<file path="src/rtl/uart_pkg.sv">
// uart_pkg: parity encodings and frame FSM states shared by the UART TX and RX paths
package uart_pkg;
  localparam logic [1:0] PAR_NONE = 2'b00;
  localparam logic [1:0] PAR_EVEN = 2'b01;
  localparam logic [1:0] PAR_ODD  = 2'b10;
  typedef enum logic [2:0] {
    ST_IDLE,
    ST_START,
    ST_DATA,
    ST_PARITY,
    ST_STOP1,
    ST_STOP2
  } uart_state_e;
  function automatic logic par_enabled(input logic [1:0] mode);
    return mode == PAR_EVEN || mode == PAR_ODD;
  endfunction
endpackage

</file>
<file path="src/rtl/uart_sync_fifo.sv">
// uart_sync_fifo: single-clock FIFO with occupancy count, no write-through bypass
module uart_sync_fifo #(
  parameter int DEPTH = 4,
  parameter int WIDTH = 8,
  parameter int CW    = $clog2(DEPTH + 1)
) (
  input  logic             clk,
  input  logic             rst,
  input  logic             push,
  input  logic             pop,
  input  logic [WIDTH-1:0] wdata,
  output logic [WIDTH-1:0] rdata,
  output logic             full,
  output logic             empty,
  output logic [CW-1:0]    count
);
  localparam int AW = $clog2(DEPTH);
  logic [WIDTH-1:0] mem [DEPTH];
  logic [AW-1:0] wr_ptr, rd_ptr;
  logic do_push, do_pop;
  assign full    = count == CW'(DEPTH);
  assign empty   = count == '0;
  assign rdata   = mem[rd_ptr];
  assign do_push = push && !full;
  assign do_pop  = pop && !empty;
  always_ff @(posedge clk)
    if (do_push) mem[wr_ptr] <= wdata;
  always_ff @(posedge clk) begin
    if (rst) begin
      wr_ptr <= '0;
      rd_ptr <= '0;
      count  <= '0;
    end else begin
      if (do_push) wr_ptr <= wr_ptr + 1'b1;
      if (do_pop) rd_ptr <= rd_ptr + 1'b1;
      count <= count + CW'(do_push) - CW'(do_pop);
    end
  end
endmodule

</file>
<file path="src/rtl/uart_tx_framer.sv">
// uart_tx_framer: FIFO-buffered UART transmitter with run-time parity and stop-bit selection
module uart_tx_framer
  import uart_pkg::*;
#(
  parameter int DATA_BITS  = 8,
  parameter int FIFO_DEPTH = 4,
  parameter int CW         = $clog2(FIFO_DEPTH + 1)
) (
  input  logic                 clk,
  input  logic                 rst,
  input  logic                 baud_tick,
  input  logic                 s_valid,
  output logic                 s_ready,
  input  logic [DATA_BITS-1:0] s_data,
  input  logic [1:0]           parity_mode,
  input  logic                 stop2,
  output logic                 tx,
  output logic                 tx_busy,
  output logic [CW-1:0]        fifo_count
);
  uart_state_e state, state_n;
  logic [DATA_BITS-1:0] shift, shift_n, head;
  logic [3:0] cnt, cnt_n;
  logic [1:0] mode_q, mode_n;
  logic stop2_q, stop2_n, par_q, par_n, tx_n, pop, done, full, empty;
  assign s_ready = !full;
  uart_sync_fifo #(.DEPTH(FIFO_DEPTH), .WIDTH(DATA_BITS), .CW(CW)) u_fifo (
    .clk  (clk),
    .rst  (rst),
    .push (s_valid && s_ready),
    .pop  (pop),
    .wdata(s_data),
    .rdata(head),
    .full (full),
    .empty(empty),
    .count(fifo_count)
  );
  // A frame ends either in STOP2 or in STOP1 when one stop bit was latched
  always_comb begin
    done    = state == ST_STOP2 || (state == ST_STOP1 && !stop2_q);
    pop     = baud_tick && !empty && (state == ST_IDLE || done);
    state_n = state;
    shift_n = shift;
    cnt_n   = cnt;
    mode_n  = mode_q;
    stop2_n = stop2_q;
    par_n   = par_q;
    if (pop) begin
      state_n = ST_START;
      shift_n = head;
      cnt_n   = '0;
      mode_n  = parity_mode;
      stop2_n = stop2;
      par_n   = ^head ^ (parity_mode == PAR_ODD);
    end else if (baud_tick) begin
      case (state)
        ST_START:  state_n = ST_DATA;
        ST_DATA: begin
          shift_n = shift >> 1;
          cnt_n   = cnt + 4'd1;
          if (cnt == 4'(DATA_BITS - 1)) state_n = par_enabled(mode_q) ? ST_PARITY : ST_STOP1;
        end
        ST_PARITY: state_n = ST_STOP1;
        ST_STOP1:  state_n = stop2_q ? ST_STOP2 : ST_IDLE;
        ST_STOP2:  state_n = ST_IDLE;
        default:   state_n = state;
      endcase
    end
    tx_n = state_n == ST_START ? 1'b0 :
           state_n == ST_DATA ? shift_n[0] :
           state_n == ST_PARITY ? par_n : 1'b1;
  end
  always_ff @(posedge clk) begin
    if (rst) begin
      state   <= ST_IDLE;
      shift   <= '0;
      cnt     <= '0;
      mode_q  <= PAR_NONE;
      stop2_q <= 1'b0;
      par_q   <= 1'b0;
      tx      <= 1'b1;
      tx_busy <= 1'b0;
    end else begin
      state   <= state_n;
      shift   <= shift_n;
      cnt     <= cnt_n;
      mode_q  <= mode_n;
      stop2_q <= stop2_n;
      par_q   <= par_n;
      tx      <= tx_n;
      tx_busy <= state_n != ST_IDLE;
    end
  end
endmodule

</file>
<file path="config.mk">
export PLATFORM = sky130hd
export DESIGN_NAME = uart_tx_framer
export DESIGN_NICKNAME = d
export VERILOG_FILES = /design/src/rtl/uart_pkg.sv /design/src/rtl/uart_sync_fifo.sv /design/src/rtl/uart_tx_framer.sv
export SDC_FILE = /design/constraint.sdc
export NUM_CORES = 1
export LEC_CHECK = 0
export CAP_MARGIN = 25
export CORE_UTILIZATION = 40
export CTS_CLUSTER_DIAMETER = 30
export DETAILED_ROUTE_END_ITERATION = 10
export GPL_TIMING_DRIVEN = 0
export PLACE_DENSITY = 0.58
export SETUP_SLACK_MARGIN = 0.3
export SLEW_MARGIN = 25
export SYNTH_ARGS = -nofsm -noshare
export SYNTH_HDL_FRONTEND = slang
export SYNTH_SLANG_ARGS = --single-unit
</file>
<file path="constraint.sdc">
create_clock -name clk -period 7 [get_ports clk]
set_input_delay 1.05 -clock clk [delete_from_list [all_inputs] [get_ports clk]]
set_output_delay 1.05 -clock clk [all_outputs]
set_load 0.01 [all_outputs]
</file>
==> impl_metrics.json, run 1 <==
{
  "ys.flop_type": "edfxtp_1",
  "synthMuxAreaShare_pct": 8.47,
  "synth-edff-count": 32,
  "finalSetupViolations": 0,
  "hpwl_mm": 3.29,
  "hold_path_class": "reg -> reg",
  "maxCapViolations": 0,
  "cp-end-kind": "flip-flop",
  "cp_max_fo": 10,
  "setup_tns_ns": 0,
  "final_nets": 263,
  "grt_antenna_before_repair": 0,
  "synth_area_leader_cell": "edfxtp_1",
  "clock_power_share_pct": 31.5,
  "grt_util_met3_pct": 3.46,
  "dp_slack_ns": 2.98,
  "grt_max_degree": 13,
  "critPathArrivalTime_ns": 3.87,
  "period_share_pct": 52.3,
  "dpl_cell_area_um2": 2950,
  "synth_xor_area_share_pct": 6.31,
  "place_congestion": 0.766,
  "insertion_delay_ns": 0.33,
  "synth_compound_area_share_pct": 7.20,
  "synth_area_leaders": "edfxtp_1, dfxtp_1, mux4_1, mux4_2, ha_1",
  "ir_drop_v": 0.000203,
  "syn_inst": 209,
  "ys_seq_area_share_pct": 58.8,
  "final_hold_viol_count": 0,
  "clock_skew_ns": 0.00702,
  "worstMarginPinSlew_ns": 0.509,
  "grt_pass1_wl_mm": 8.18,
  "worst_slack_ns": 3.34,
  "cts_buffer_depth": 2,
  "met2_usage_pct": 24.7,
  "std_cell_rows": 29,
  "yosys.area_share.simple_pct": 11.5,
  "use_met1_pct": 19.7,
  "stdcell_area_um2": 3200,
  "total_power_mw": 1.21,
  "postSynthAreaPerCell_um2": 12.7,
  "fmax_mhz": 273,
  "initial_core_util_pct": 41.6,
  "synth_cell_type_count": 42,
  "design.core.area_um2": 6390,
  "power_frac_comb_pct": 29.1,
  "clkTransAtPathRegs_ns": 0.07,
  "cellInternalPower_mw": 0.866,
  "power.switching_mw": 0.345,
  "cts_buffers": 9,
  "drive_gt1_share_pct": 12.2,
  "viasPerCell": 5.21,
  "fillerInstances": 589,
  "track_usage_pct": 15.4,
  "cts_tree": "yes",
  "yosys.area.top_type_share_pct": 36.2,
  "drt_iter0_drc": 81,
  "die_area_um2": 6970,
  "status": "completed",
  "cts_sinks": 62,
  "p_leak_nw": 1.15,
  "cts-root-buf": "clkbuf_8",
  "grt_pass1_vias": 1672,
  "fin_util_pct": 50.1,
  "route.detailed.drc": 0,
  "synth_fa_ha_area_share_pct": 4.05,
  "whs_path_depth": 2,
  "post_cts_buffers": 0,
  "cts_resized": 0,
  "wl_per_cell_um": 15.1,
  "startpoint_type": "input port",
  "diodes": 0,
  "synth_top_family_by_area": "simple AND/OR/NAND/NOR gates",
  "rr_worst_depth": 13,
  "grt_remaining_overflow": 0,
  "synth.most_common_cell": "edfxtp_1",
  "htreeDepth": 3,
  "dr.pass1.iters": 4,
  "ys_ff_latch": 62,
  "seqPwrFrac_pct": 39.4,
  "busiest_layer": "met2",
  "critPathKind": "in -> reg",
  "num_vias": 1678,
  "final_max_slew_viol_count": 0,
  "synth_common_cells": "edfxtp_1, dfxtp_1, nand2_1",
  "wirelength_mm": 4.86,
  "yosysWarnings": 0,
  "cp.required_ns": 7.21,
  "switching_share_pct": 28.5,
  "cts_hold_buf": 0,
  "final_antenna_net_count": 0,
  "io_pins": 21,
  "period_needed_ns": 3.66,
  "slew_headroom_pct": 66.0,
  "io_buffers": 20,
  "synth.cell_area_um2": 2660,
  "dieWidth_um": 83.5,
  "synth-async-reset-ratio_pct": 0,
  "synthesis.nets": 232,
  "die_h_um": 83.5,
  "pwr_density_cell_nw_per_um2": 379,
  "rsz0062_at_grt": "no",
  "area.growth.synth_to_final_pct": 20.4
}
-- final timing paths --
| check | slack (ns) | to | start |
|---|---|---|---|
| worst min register to register | 0.48 | shift[7] | shift[7] |
| worst max-delay path | 3.34 | u_fifo.count[2] | baud_tick |
| worst max register to register | 4.04 | u_fifo.count[2] | state[2] |
| worst min-delay path | 0.48 | shift[7] | shift[7] |
-- routing by layer --
metal	up-vias	part of all wire, %
li1	828	-
met1	814	49
met2	29	46
met3	7	3.6
met4	0	1.4
met5	-	0
-- stage by stage --
stage	cells	hold slack (ns)
2_1_floorplan	209	0.447
5_1_grt	322	0.494
6_report	322	0.478
4_1_cts	322	0.474
3_5_place_dp	306	0.464
3_3_place_gp	306	0.461
-- critical path, cell delays in order --
cell             delay [ns]
clkdlybuf4s50_1        0.56
o2111ai_1              0.24
or2_2                  0.33
buf_2                  0.18
inv_2                  0.14
buf_2                  0.26
ha_1                   0.16
inv_1                  0.04
ha_1                   0.18
fa_1                   0.38
xnor2_1                0.17
xnor2_1                0.13
nor2_1                 0.05
-- kinds of logic (layout without fill, tap and decap cells) --
logic type | after synthesis | after routing
mux | 11 | 11
buf+inv | 23 | 59
flops | 62 | 62
simple gates | 61 | 61
compound gates | 29 | 29
xor+xnor | 15 | 15
fa+ha+maj | 8 | 8
-- power by group through the flow --
stage	sequential [mW]	combinational (mW)	clock (mW)
after floorplan	0.482	0.260	0
after global placement	0.484	0.355	0
after detailed placement	0.485	0.356	0
after CTS	0.477	0.358	0.389
after global routing	0.484	0.395	0.404
final	0.477	0.353	0.382
-- placed cells by master, fill, tap and decap left out, drive strengths merged, types with 2 or more instances in the layout --
cell type	n
o21ai	2
nand3b	3
edfxtp	32
mux4	8
xor2	3
xnor2	10
clkdlybuf4s50	20
clkbuf	15
bufinv	3
a311oi	3
and2	2
ha	7
and3	6
nand3	8
a21oi	11
buf	6
clkinv	3
nand2	16
a22oi	3
dfxtp	30
inv	12
mux2i	3
a31oi	3
nor3	6
nor2	12
nor2b	4
-- state kept, by name (all words and copies together), names as in the netlist, named ones only --
signal and cells:
cnt 4, mode_q 2, par_q 1, shift 8, state 3, stop2_q 1, tx 1, tx_busy 1
u_fifo.count 3, u_fifo.mem 32, u_fifo.rd_ptr 2, u_fifo.wr_ptr 2
-- layout make-up --
type	count	area, µm²	share of cell area [%]
sequential	62	1560	48.8
multi-input combinational	124	997	31.2
timing repair buffer	20	200	6.26
clock buffer	9	124	3.87
clock inverter	7	121	3.79
tap	77	96.3	3.01
buffer	12	57.6	1.80
inverter	11	41.3	1.29
(Power assumes the default switching activity.)
==> run 2: changes to the inputs <==
--- a/config.mk
+++ b/config.mk
@@ -10,7 +10,7 @@
 export CTS_CLUSTER_DIAMETER = 30
 export DETAILED_ROUTE_END_ITERATION = 10
 export GPL_TIMING_DRIVEN = 0
-export PLACE_DENSITY = 0.58
+export PLACE_DENSITY = 0.61
 export SETUP_SLACK_MARGIN = 0.3
 export SLEW_MARGIN = 25
 export SYNTH_ARGS = -nofsm -noshare
==> constraint.sdc (replaced) <==
create_clock -name clk -period 3.1 [get_ports clk]
set_input_delay 0.465 -clock clk [delete_from_list [all_inputs] [get_ports clk]]
set_output_delay 0.465 -clock clk [all_outputs]
set_load 0.01 [all_outputs]
==> impl_metrics.json, run 2 (synthesis results as in run 1) <==
{
  "status": "completed",
  "seqPwrFrac_pct": 41.5,
  "power_frac_comb_pct": 32.5,
  "cp_max_fo": 10,
  "dp.cells": 306,
  "io_pins": 21,
  "cts_buffer_depth": 2,
  "dr.pass1.iters": 4,
  "diodes": 0,
  "p_leak_nw": 1.15,
  "r2r_start": "state[2]",
  "cp-end-kind": "flip-flop",
  "cp.required_ns": 3.31,
  "total_power_mw": 2.61,
  "wirelength_mm": 4.85,
  "cts-root-buf": "clkbuf_8",
  "rsz0062_at_grt": "no",
  "period_share_pct": 85.9,
  "critPathKind": "reg -> reg",
  "hpwl_mm": 3.22,
  "place_congestion": 0.738,
  "finalSetupViolations": 0,
  "use_met1_pct": 19.6,
  "io_buffers": 20,
  "cp_slowest_cell": "fa_2",
  "viasPerCell": 5.12,
  "power.switching_mw": 0.789,
  "num_vias": 1658,
  "clkTransAtPathRegs_ns": 0.07,
  "cts_tree": "yes",
  "track_usage_pct": 15.1,
  "fmax_mhz": 376,
  "layout_common_cells": "edfxtp_1, dfxtp_1, clkdlybuf4s50_1, nand2_1, nor2_1",
  "top_regs": "u_fifo.mem (32), shift (8), cnt (4)",
  "initial_core_util_pct": 41.6,
  "busiest_layer": "met2",
  "final_max_slew_viol_count": 0,
  "critPathArrivalTime_ns": 2.87,
  "dpl_cell_area_um2": 2950,
  "cts_sinks": 62,
  "std_cell_rows": 29,
  "drive_gt1_share_pct": 16.2,
  "rrSetupSlack_ns": 0.44,
  "insertion_delay_ns": 0.33,
  "grt_pass1_vias": 1626,
  "htreeDepth": 3,
  "die_area_um2": 6970,
  "rr_worst_depth": 14,
  "final_antenna_net_count": 0,
  "switching_share_pct": 30.2,
  "hold_path_class": "reg -> reg",
  "largest_reg_flops": 32,
  "clock_power_share_pct": 26.0,
  "area.growth.synth_to_final_pct": 20.8,
  "grt_pass1_wl_mm": 8.03,
  "pwr_density_cell_nw_per_um2": 813,
  "cts_hold_buf": 0,
  "dieWidth_um": 83.5,
  "crit_start": "state[2]",
  "crit_top_cell": "ha_1",
  "crit_end": "u_fifo.count[2]",
  "period_needed_ns": 2.66,
  "drt_iter0_drc": 68,
  "crit_chain": "buf_2, nand3b_1, o2111ai_4, or2_2, buf_4, inv_6, buf_8, ha_1, inv_1, ha_1, fa_2, xnor2_2, xnor2_1, nor2_1",
  "worstMarginPinSlew_ns": 0.518,
  "cellInternalPower_mw": 1.82,
  "grt_remaining_overflow": 0,
  "ir_drop_v": 0.000388,
  "clock_skew_ns": 0.00719,
  "grt_max_degree": 12,
  "top_register": "u_fifo.mem",
  "timing.rr.end": "u_fifo.count[2]",
  "slew_headroom_pct": 65.5,
  "route.detailed.drc": 0,
  "grt_util_met3_pct": 3.96,
  "fillerInstances": 577,
  "instances_no_fill": 324,
  "die_h_um": 83.5,
  "design.core.area_um2": 6390,
  "grt_antenna_before_repair": 0,
  "final_nets": 265,
  "cts_buffers": 9,
  "stdcell_area_um2": 3210,
  "maxCapViolations": 0,
  "max_stage_delay_ns": 0.36,
  "final_hold_viol_count": 0,
  "wl_per_cell_um": 15.0,
  "startpoint_type": "flip-flop",
  "layout_commonest_cell": "edfxtp_1",
  "met2_usage_pct": 24.3
}
==> run 2: cell count changes in the layout (fill, tap and decap cells not counted), moves of 2 or more <==
cell	change
buf_4	+3
clkinv_4	-2
inv_1	-2
bufinv_16	-2
clkinv_2	+3
clkinvlp_4	+2
clkbuf_1	-2
==> run 2: critical path, delay by kind of cell (launching register included) <==
kind | cells | cell delay (ns)
adder cells (fa/ha/maj) | 3 | 0.66
buffers and inverters | 5 | 0.61
AND/OR/NAND/NOR | 3 | 0.49
XOR/XNOR | 2 | 0.34
flip-flops | 1 | 0.30
AO/OA/AOI/OAI | 1 | 0.13
==> run 2: layer usage <==
metal | vias up | wire length (µm)
li1 | 829 | -
met1 | 795 | 2280
met2 | 29 | 2410
met3 | 5 | 133
met4 | 0 | 33
met5 | - | 0
==> run 2: worst min path at each step <==
stage                     endpoint  cells after the start      from  slack [ns]
after floorplan           shift[1]                      2  shift[1]        0.45
after global placement    shift[4]                      2  shift[4]        0.46
after detailed placement  shift[4]                      2  shift[4]        0.46
after CTS                 shift[4]                      2  shift[4]        0.47
after global routing      shift[5]                      2  shift[5]        0.50
final                     shift[4]                      2  shift[4]        0.47
==> run 2: metrics by stage <==
step                      utilization [%]  setup TNS [ns]  setup WS [ns]  hold WS [ns]
after CTS                            49.4               0          0.304         0.472
after detailed placement             46.3          -0.451         -0.276         0.463
final                                50.3               0          0.437         0.474
after floorplan                         -               0          0.500         0.447
after global routing                 50.3               0          0.276         0.499
after global placement               46.3          -0.505         -0.312         0.459
==> run 2: power groups by stage <==
stage | Combinational [mW] | Clock (mW) | Sequential (mW)
floorplan | 0.588 | 0 | 1.09
global placement | 0.798 | 0 | 1.09
detailed placement | 0.797 | 0 | 1.09
CTS | 0.809 | 0.685 | 1.08
global route | 0.939 | 0.731 | 1.10
finish | 0.849 | 0.678 | 1.08
==> run 2: layout make-up <==
cell class	instances	area, µm²	share of cell area [%]
Sequential cell	62	1560	48.7
Multi-Input combinational cell	124	1030	32.1
Timing Repair Buffer	22	214	6.67
Clock buffer	9	124	3.86
Tap cell	77	96.3	3.00
Buffer	12	72.6	2.26
Clock inverter	7	65.1	2.03
Inverter	11	46.3	1.44
==> run 2: repair_timing <==
| item | 4_1_cts | 5_1_grt |
|---|---|---|
| gates resized for setup | 5 | 13 |
| cloned | 0 | 0 |
| hold endpoints to repair | 0 | 0 |
| setup endpoints to repair | 2 | 2 |
| setup buffers | 0 | 2 |
| pin swaps | 0 | 4 |
==> run 3: changes to the inputs <==
--- a/config.mk
+++ b/config.mk
@@ -6,13 +6,13 @@
 export NUM_CORES = 1
 export LEC_CHECK = 0
 export CAP_MARGIN = 25
+export CORE_MARGIN = 3
 export CORE_UTILIZATION = 40
 export CTS_CLUSTER_DIAMETER = 30
 export DETAILED_ROUTE_END_ITERATION = 10
 export GPL_TIMING_DRIVEN = 0
-export PLACE_DENSITY = 0.61
+export PLACE_DENSITY = 0.58
 export SETUP_SLACK_MARGIN = 0.3
-export SLEW_MARGIN = 25
 export SYNTH_ARGS = -nofsm -noshare
 export SYNTH_HDL_FRONTEND = slang
 export SYNTH_SLANG_ARGS = --single-unit
==> constraint.sdc (replaced) <==
create_clock -name clk -period 2.45 [get_ports clk]
set_input_delay 0.3675 -clock clk [delete_from_list [all_inputs] [get_ports clk]]
set_output_delay 0.3675 -clock clk [all_outputs]
set_load 0.01 [all_outputs]
==> impl_metrics.json, run 3 (synthesis results as in run 1) <==
{
  "largest_reg_flops": 32,
  "io_pins": 21,
  "layout_common_cells": "edfxtp_1, dfxtp_1, clkdlybuf4s50_1, nand2_1, nor2_1",
  "final_antenna_net_count": 0,
  "cp_max_fo": 3,
  "hpwl_mm": 3.19,
  "dp_slack_ns": -0.514,
  "design.core.area_um2": 6390,
  "top_regs": "u_fifo.mem (32), shift (8), cnt (4)",
  "drive_gt1_share_pct": 20.2,
  "cts-root-buf": "clkbuf_8",
  "die_area_um2": 7660,
  "setup_tns_ns": 0,
  "die_h_um": 87.5,
  "drt_iter0_drc": 77,
  "diodes": 0,
  "cp-end-kind": "flip-flop",
  "rrSetupSlack_ns": 0.15,
  "wirelength_mm": 4.93,
  "dpl_cell_area_um2": 3030,
  "rsz0062_at_grt": "yes",
  "fmax_mhz": 435,
  "std_cell_rows": 29,
  "final_nets": 270,
  "num_vias": 1669,
  "period_share_pct": 93.7,
  "fin_util_pct": 51.5,
  "startpoint_type": "flip-flop",
  "critPathArrivalTime_ns": 2.51,
  "cts_tree": "yes",
  "worstMarginPinSlew_ns": 0.487,
  "route.detailed.drc": 0,
  "finalSetupViolations": 0,
  "status": "completed",
  "top_register": "u_fifo.mem",
  "area.growth.synth_to_final_pct": 23.9,
  "grt_pass1_vias": 1688,
  "maxCapViolations": 0,
  "final_hold_viol_count": 0,
  "grt_antenna_before_repair": 0,
  "track_usage_pct": 14.9,
  "cts_buffers": 9,
  "grt_max_degree": 13,
  "grt_pass1_wl_mm": 8.44,
  "dieWidth_um": 87.5,
  "slew_headroom_pct": 67.6,
  "htreeDepth": 3,
  "cts_sinks": 62,
  "clock_skew_ns": 0.00646,
  "p_leak_nw": 1.17,
  "worst_slack_ns": 0.154,
  "grt_remaining_overflow": 0,
  "layout_commonest_cell": "edfxtp_1",
  "dr.pass1.iters": 4,
  "cp.required_ns": 2.67,
  "place_congestion": 0.738,
  "wl_per_cell_um": 15.0,
  "stdcell_area_um2": 3290,
  "total_power_mw": 3.33,
  "io_buffers": 20,
  "hold_path_class": "reg -> reg",
  "ir_drop_v": 0.000496,
  "cts_buffer_depth": 2,
  "viasPerCell": 5.07,
  "critPathKind": "reg -> reg",
  "insertion_delay_ns": 0.35,
  "final_max_slew_viol_count": 0,
  "period_needed_ns": 2.30,
  "initial_core_util_pct": 41.6,
  "clkTransAtPathRegs_ns": 0.07,
  "pwr_density_cell_nw_per_um2": 1010
}
-- run 3: power by group --
part | internal (mW) | switching [mW] | total, mW
Combinational | 0.623 | 0.549 | 1.17
Sequential | 1.28 | 0.0948 | 1.37
Clock | 0.365 | 0.423 | 0.788
Total | 2.27 | 1.07 | 3.33
-- run 3: worst max-delay path: stages (launching register included) --
cell and delay [ns]:
dfxtp_2 0.32, buf_8 0.11, nand3b_1 0.12, o2111ai_4 0.12, or2_4 0.25, buf_8 0.13
inv_8 0.04, buf_8 0.09, ha_4 0.11, inv_2 0.03, ha_4 0.14, fa_2 0.35
xnor2_2 0.14, xnor2_1 0.16, nor2_1 0.05
-- run 3: worst paths after layout --
path	depth (start not counted)	start	to
worst max-delay path	14	state[2]	u_fifo.count[2]
worst max register to register	14	state[2]	u_fifo.count[2]
worst min register to register	2	shift[1]	shift[1]
worst min-delay path	2	shift[1]	shift[1]
-- run 3: repair_timing --
| item | CTS | global route |
|---|---|---|
| pin swaps | 4 | 2 |
| gates resized for setup | 8 | 5 |
| hold buffers | 0 | 0 |
| setup endpoints to repair | 2 | 5 |
| setup buffers | 6 | 1 |
-- run 3: layout make-up --
type	count	area [µm²]
fillers	574	3090
flip-flops and latches	62	1570
multi-input cells	124	1060
repair buffers	27	251
clock buffers	9	124
well taps	77	96.3
plain buffers	12	91.3
clock inverters	7	51.3
inverters	11	48.8
-- run 3: per-stage QoR --
step | hold slack (ns) | std cells
2_1_floorplan | 0.447 | 209
3_3_place_gp | 0.461 | 306
3_5_place_dp | 0.464 | 306
4_1_cts | 0.474 | 328
5_1_grt | 0.498 | 329
6_report | 0.471 | 329
-- run 3: routing by layer --
layer / vias up / part of all wire, % / track usage, %
met5: - / 0 / 0
met4: 0 / 1.8 / 7.11
met3: 8 / 3.6 / 3.41
met2: 27 / 48 / 23.4
met1: 794 / 47 / 19.6
li1: 840 / - / -
==> edit 1 (settings of run 2) <==
Reset style: asynchronous (`rst`), changed in 2 clocked blocks.
--- a/src/rtl/uart_sync_fifo.sv
+++ b/src/rtl/uart_sync_fifo.sv
@@ -26,5 +26,5 @@
   always_ff @(posedge clk)
     if (do_push) mem[wr_ptr] <= wdata;
-  always_ff @(posedge clk) begin
+  always_ff @(posedge clk or posedge rst) begin
     if (rst) begin
       wr_ptr <= '0;
--- a/src/rtl/uart_tx_framer.sv
+++ b/src/rtl/uart_tx_framer.sv
@@ -71,5 +71,5 @@
            state_n == ST_PARITY ? par_n : 1'b1;
   end
-  always_ff @(posedge clk) begin
+  always_ff @(posedge clk or posedge rst) begin
     if (rst) begin
       state   <= ST_IDLE;
Check against the original RTL: differs if rst is asserted again (counterexample within 4 cycles, from zero or initial values and one cycle with rst high); with rst held inactive, the same outputs for 10 cycles.
==> edit 1 against run 2 <==
The flow now finishes with violations (design-rule violations); highest routed layer unchanged; sequential share of layout area grew 3.3 points; wire length fell by 6.6%; power increased by 23%; sequential cell count down 2; combinational power increased by 50%; final area down 0.23%; critical endpoint is now u_fifo.count[2]; largest power group is now combinational cells; area after synthesis is 1.2% higher; setup slack gained 0.074 ns.
==> edit 1: results (changes against run 2) <==
Route
  – Vias per cell: 5.19 (+1.3%)
  – Detailed-route via count: 1540 (-7.1%)
  – Drt first pass iters: 8 (+4)
  – Initial DRC Count: 52 (-24%)
  – DR WL/cell: 15.2 microns (+1.8%)
  – # DRC: 2 (+2)

STA
  – Rel. slew slack: 60.4% (-5.1 points)
  – Clock skew: 0.00841 ns (+0.00122 ns)

Yosys
  – Syn avg cell area: 14.8 sq um (+16%)
  – Distinct cells, synth: 43 (+2.4%)
  – Sequential fraction of the synthesis area: 61.8% (+3.1 points)
  – Asr flop ratio synth: 46.7% (+47 points)
  – Synth area leaders: edfxtp_1 (36%), dfrtp_1 (25%), mux4_1 (3.9%)
  – Post-synth top cells: edfxtp_1 (32), dfrtp_1 (27), nand2_1 (11), inv_1 (10)
  – Mux cell area share after synthesis: 11.1% (+2.6 points)
  – Net Count, Synth: 205 (-12%)
  – Post-synthesis xor/xnor area fraction: 6.33% (+0.020 points)
  – Synth Area in Compound Gates: 6.05% (-1.2 points)
  – Post-synthesis adder-cell area fraction: 4.00% (-0.047 points)

Power and ir drop
  – Internal power: 2.15 mW (+18%)
  – Worst vdd ir: 502 uV (+29%)
  – P_leak: 1.25 nW (+8.2%)

Cells and area
  – Biggest regs: u_fifo.mem (32), shift (8), cnt (4)
  – # nets final: 238 (-10%)
  – Ratio of cells with drive above 1 in the final layout: 15.5% (-0.74 points)
  – Filler Cells Inserted: 578 (+0.17%)

Place
  – GPL Wtd Cong: 0.774 (+4.9%)
  – Placed Cells: 279 (-8.8%)
  – Detailed placement HPWL: 2980 microns (-7.4%)
  – Pre-CTS setup slack: -0.269 ns (+0.00730 ns)

Clock tree
  – Root Driver: clkbuf_8
  – Clock transition at the registers of the reported paths: 0.07 ns (about the same)
  – Worst-skew pair later-pin latency: 0.33 ns (about the same)
  – Clk buf depth: 2 (unchanged)

Status
  – Failing checks: design-rule violations
  – Status: finished with violations

Worst setup path
  – Family with the most delay on the worst path: buffers and inverters
  – CP max FO: 10 (unchanged)
  – Max stage delay on crit path: 0.52 ns (+0.16 ns)
  – CP max stage cell: clkdlybuf4s50_1

Global route
  – M3 GR Usage: 5.93% (+2.0 points)
  – GR Util met2: 23.9% (-0.37 points)
  – Total track usage: 14.7% (-0.42 points)
  – M1 GR Usage: 17.8% (-1.8 points)
  – Largest net degree at the start of global routing: 29 (+17)
  – First-pass GRT wire length: 7610 microns (-5.2%)

Min path
  – Worst min-delay path category: primary input to async pin
==> edit 1: cell count changes in the layout (fill, tap and decap cells not counted), moves of 5 or more <==
cell	change
nand2_1	-5
nor2_1	-7
o21ai_0	+6
a21oi_1	-6
dfrtp_1	+27
dfxtp_1	-30
nand3_1	-7
==> edit 1: cell type report <==
cell class	instances	area (sq um)	share of cell area, %
buffer	8	53.8	1.68
clock buffer	9	124	3.87
clock inverter	7	75.1	2.34
inverter	10	37.5	1.17
multi-input combinational	104	937	29.3
sequential	60	1660	51.9
tap	77	96.3	3.01
timing repair buffer	22	215	6.72
==> edit 1: stage by stage <==
stage,instance area [sq um],hold slack (ns)
floorplan,2690,0.480
global placement,2990,0.498
detailed placement,2990,0.507
CTS,3190,0.515
global route,3200,0.527
finish,3200,0.509
==> edit 1: path summary, 6_finish.rpt <==
check	slack, ns	start	depth (start not counted)	endpoint
max reg2reg	0.58	state[1]	11	u_fifo.count[2]
max in group asynchronous	2.19	rst	2	shift[4]
min	0.51	rst	2	u_fifo.wr_ptr[0]
max	0.51	baud_tick	11	u_fifo.count[2]
min in group clk	0.51	shift[3]	1	shift[2]
min reg2reg	0.51	shift[3]	1	shift[2]
==> edit 1: power groups by stage <==
stage          Clock (mW)  Combinational (mW)  Sequential [mW]
2_1_floorplan           0               0.965             1.25
3_3_place_gp            0                1.25             1.27
3_5_place_dp            0                1.26             1.27
4_1_cts             0.716                1.28             1.25
5_1_grt             0.752                1.42             1.28
6_report            0.696                1.27             1.25
==> edit 1: timing repair <==
action	in CTS	in global routing
hold endpoints to repair	0	0
hold buffers	0	0
pin swaps	0	0
setup buffers	1	1
setup endpoints to repair	2	1
gates resized for setup	0	3
==> edit 1: kinds of logic after synthesis <==
group           count (synthesis)
buf+inv                        18
flops                          60
fa+ha+maj                       8
xor+xnor                       17
simple gates                   37
compound gates                 24
mux                            18
==> edit 1: metal layers <==
metal / routed length (microns) / up-vias
met5: 0 / -
met4: 21 / 0
met3: 181 / 2
met2: 2270 / 27
met1: 2060 / 771
li1: - / 740
==> edit 2 (settings of run 2) <==
Made on the original files. `FIFO_DEPTH`: 4 -> 8.
--- a/src/rtl/uart_tx_framer.sv
+++ b/src/rtl/uart_tx_framer.sv
@@ -4,5 +4,5 @@
 #(
   parameter int DATA_BITS  = 8,
-  parameter int FIFO_DEPTH = 4,
+  parameter int FIFO_DEPTH = 8,
   parameter int CW         = $clog2(FIFO_DEPTH + 1)
 ) (
Ports: changed (resized fifo_count); port bits go from 21 to 22. No check against the original RTL was run, so the function may have changed too.
==> edit 2 against run 2 <==
Clock skew up 0.0074 ns; count of clock-buffer cells in the layout unchanged; largest power group unchanged; critical path type unchanged; power up 30%; sequential cell count up 36; sequential share of layout area up 7.5 points; final area up 44%; setup slack better by 0.098 ns; area after synthesis up 53%; wire length up 48%.
==> edit 2: results (changes against run 2) <==
Worst setup path
  – Max stage delay on crit path: 0.46 ns (+0.10 ns)
  – CP max stage cell: dfxtp_1
  – CP max FO: 10 (unchanged)
  – Data arrival, critical path: 2.79 ns (-0.08 ns)
  – Family with the most delay on the worst path: buffers and inverters

Clock tree
  – H-tree depth: 3 (unchanged)
  – Worst-skew pair later-pin latency: 0.36 ns (+0.03 ns)
  – Post-CTS Setup Inserts: 0 (unchanged)
  – Clk buf depth: 2 (unchanged)
  – Num CTS Buffers: 9 (unchanged)
  – Clock transition at the registers of the reported paths: 0.10 ns (+0.03 ns)
  – Root Driver: clkbuf_8

Cells and area
  – Most flops, register: u_fifo.mem
  – Multi-input gate area in the final layout: 1360 sq um (+32%)
  – Inserted Diodes: 0 (unchanged)
  – Ratio of cells with drive above 1 in the final layout: 16.3% (+0.10 points)
  – # nets final: 333 (+26%)
  – Biggest regs: u_fifo.mem (64), shift (8)
  – Filler Cells Inserted: 903 (+56%)

Route
  – Detailed-route via count: 2211 (+33%)
  – Drt first pass iters: 4 (unchanged)
  – Number of routed nets with antenna violations: 0 (unchanged)
  – Initial DRC Count: 74 (+8.8%)
  – Vias per cell: 4.96 (-3.1%)
  – Routed WL: 7180 microns (+48%)

STA
  – Final hold violation count: 0 (unchanged)
  – Clock skew: 0.0146 ns (+0.00744 ns)
  – Least-Margin Pin Slew: 0.950 ns (+0.432 ns)

Global route
  – Largest net degree at the start of global routing: 18 (+6)
  – Total track usage: 15.3% (+0.17 points)
  – Initial antenna violation count: 0 (unchanged)
  – First-pass GRT wire length: 11600 microns (+44%)

Place
  – Placed Cells: 430 (+41%)
  – Placed Area: 4450 sq um (+51%)
  – GPL Wtd Cong: 0.705 (-4.5%)
  – Pre-CTS setup slack: -0.126 ns (+0.150 ns)
  – Detailed placement HPWL: 4900 microns (+52%)
  – PortBufs: 20 (unchanged)

Yosys
  – Synth warn: 0 (unchanged)
  – Net Count, Synth: 300 (+29%)
  – Synth area leaders: edfxtp_1 (47%), dfxtp_1 (17%), mux4_2 (8.9%)
  – Distinct cells, synth: 39 (-7.1%)
  – Sequential fraction of the synthesis area: 64.1% (+5.3 points)
  – Asr flop ratio synth: 0% (unchanged)
  – Post-synth top cells: edfxtp_1 (64), dfxtp_1 (34), nor2_1 (27), mux4_2 (16), mux2i_1 (14)
  – Cell count after synthesis: 275 (+32%)
  – Number of flops mapped to enable cells by yosys: 64 (+100%)

Power and ir drop
  – Psw: 1.03 mW (+31%)
  – P_leak: 1.55 nW (+34%)
  – Worst vdd ir: 310 uV (-20%)

Min path
  – Worst min-delay path category: primary input to flop

Status
  – Status: complete, no violations
edit 2: changes by cell type after synthesis, sizes merged, moves of 8 or more:
cell | before | now
a211oi | 1 | 13
edfxtp | 32 | 64
mux2i | 3 | 15
a21oi | 11 | 3
mux4 | 8 | 16
nand2b | 0 | 8
nor2 | 12 | 27
edit 2: cell type report:
class	count	area share, %
clock inverters	7	1.16
flip-flops and latches	98	56.1
inverters	11	0.891
clock buffers	9	2.67
well taps	133	3.59
repair buffers	22	4.64
plain buffers	14	1.62
multi-input cells	152	29.3
edit 2: path summary, 6_finish.rpt:
check / from / end / slack (ns) / cells after the start
min: rst / u_fifo.count[0] / 0.48 / 2
max: state[0] / u_fifo.count[3] / 0.54 / 12
max reg2reg: state[0] / u_fifo.count[3] / 0.54 / 12
min reg2reg: u_fifo.wr_ptr[0] / u_fifo.wr_ptr[0] / 0.51 / 2
edit 2: cells by family (layout without fill, tap and decap cells):
logic type      after synthesis  after routing  share of synthesized area (%)
compound gates               29             29                           5.27
flops                        98             98                           64.1
fa+ha+maj                    10             10                           3.27
simple gates                 66             66                           8.07
buf+inv                      25             63                           2.77
xor+xnor                     15             15                           3.57
mux                          32             32                           12.9
edit 2: timing repair:
item	4_1_cts	5_1_grt
setup endpoints to repair	3	3
gates cloned	0	0
hold endpoints to repair	0	0
gates resized for setup	2	2
edit 2: worst register-to-register path, stage by stage, from the launching register on:
cell      delay (ns)
dfxtp_1         0.46
nor2b_1         0.10
mux2i_1         0.13
and4_1          0.20
clkbuf_2        0.21
clkbuf_2        0.28
ha_1            0.20
inv_1           0.06
ha_1            0.26
a21o_1          0.18
a21oi_1         0.18
xnor2_1         0.13
nor2_1          0.05
edit 2: routing by layer:
metal	GRT usage [%]	up-vias	share of wire [%]
met3	3.93	7	3.3
li1	-	1088	-
met1	19.8	1080	47
met2	25.7	36	48
met5	0	-	0
met4	3.90	0	1.1
edit 2: power by group through the flow:
stage / sequential [mW] / combinational, mW / clock (mW)
floorplan: 1.63 / 0.767 / 0
global placement: 1.63 / 1.03 / 0
detailed placement: 1.63 / 1.05 / 0
CTS: 1.61 / 1.06 / 0.774
global route: 1.62 / 1.15 / 0.822
finish: 1.60 / 1.04 / 0.750
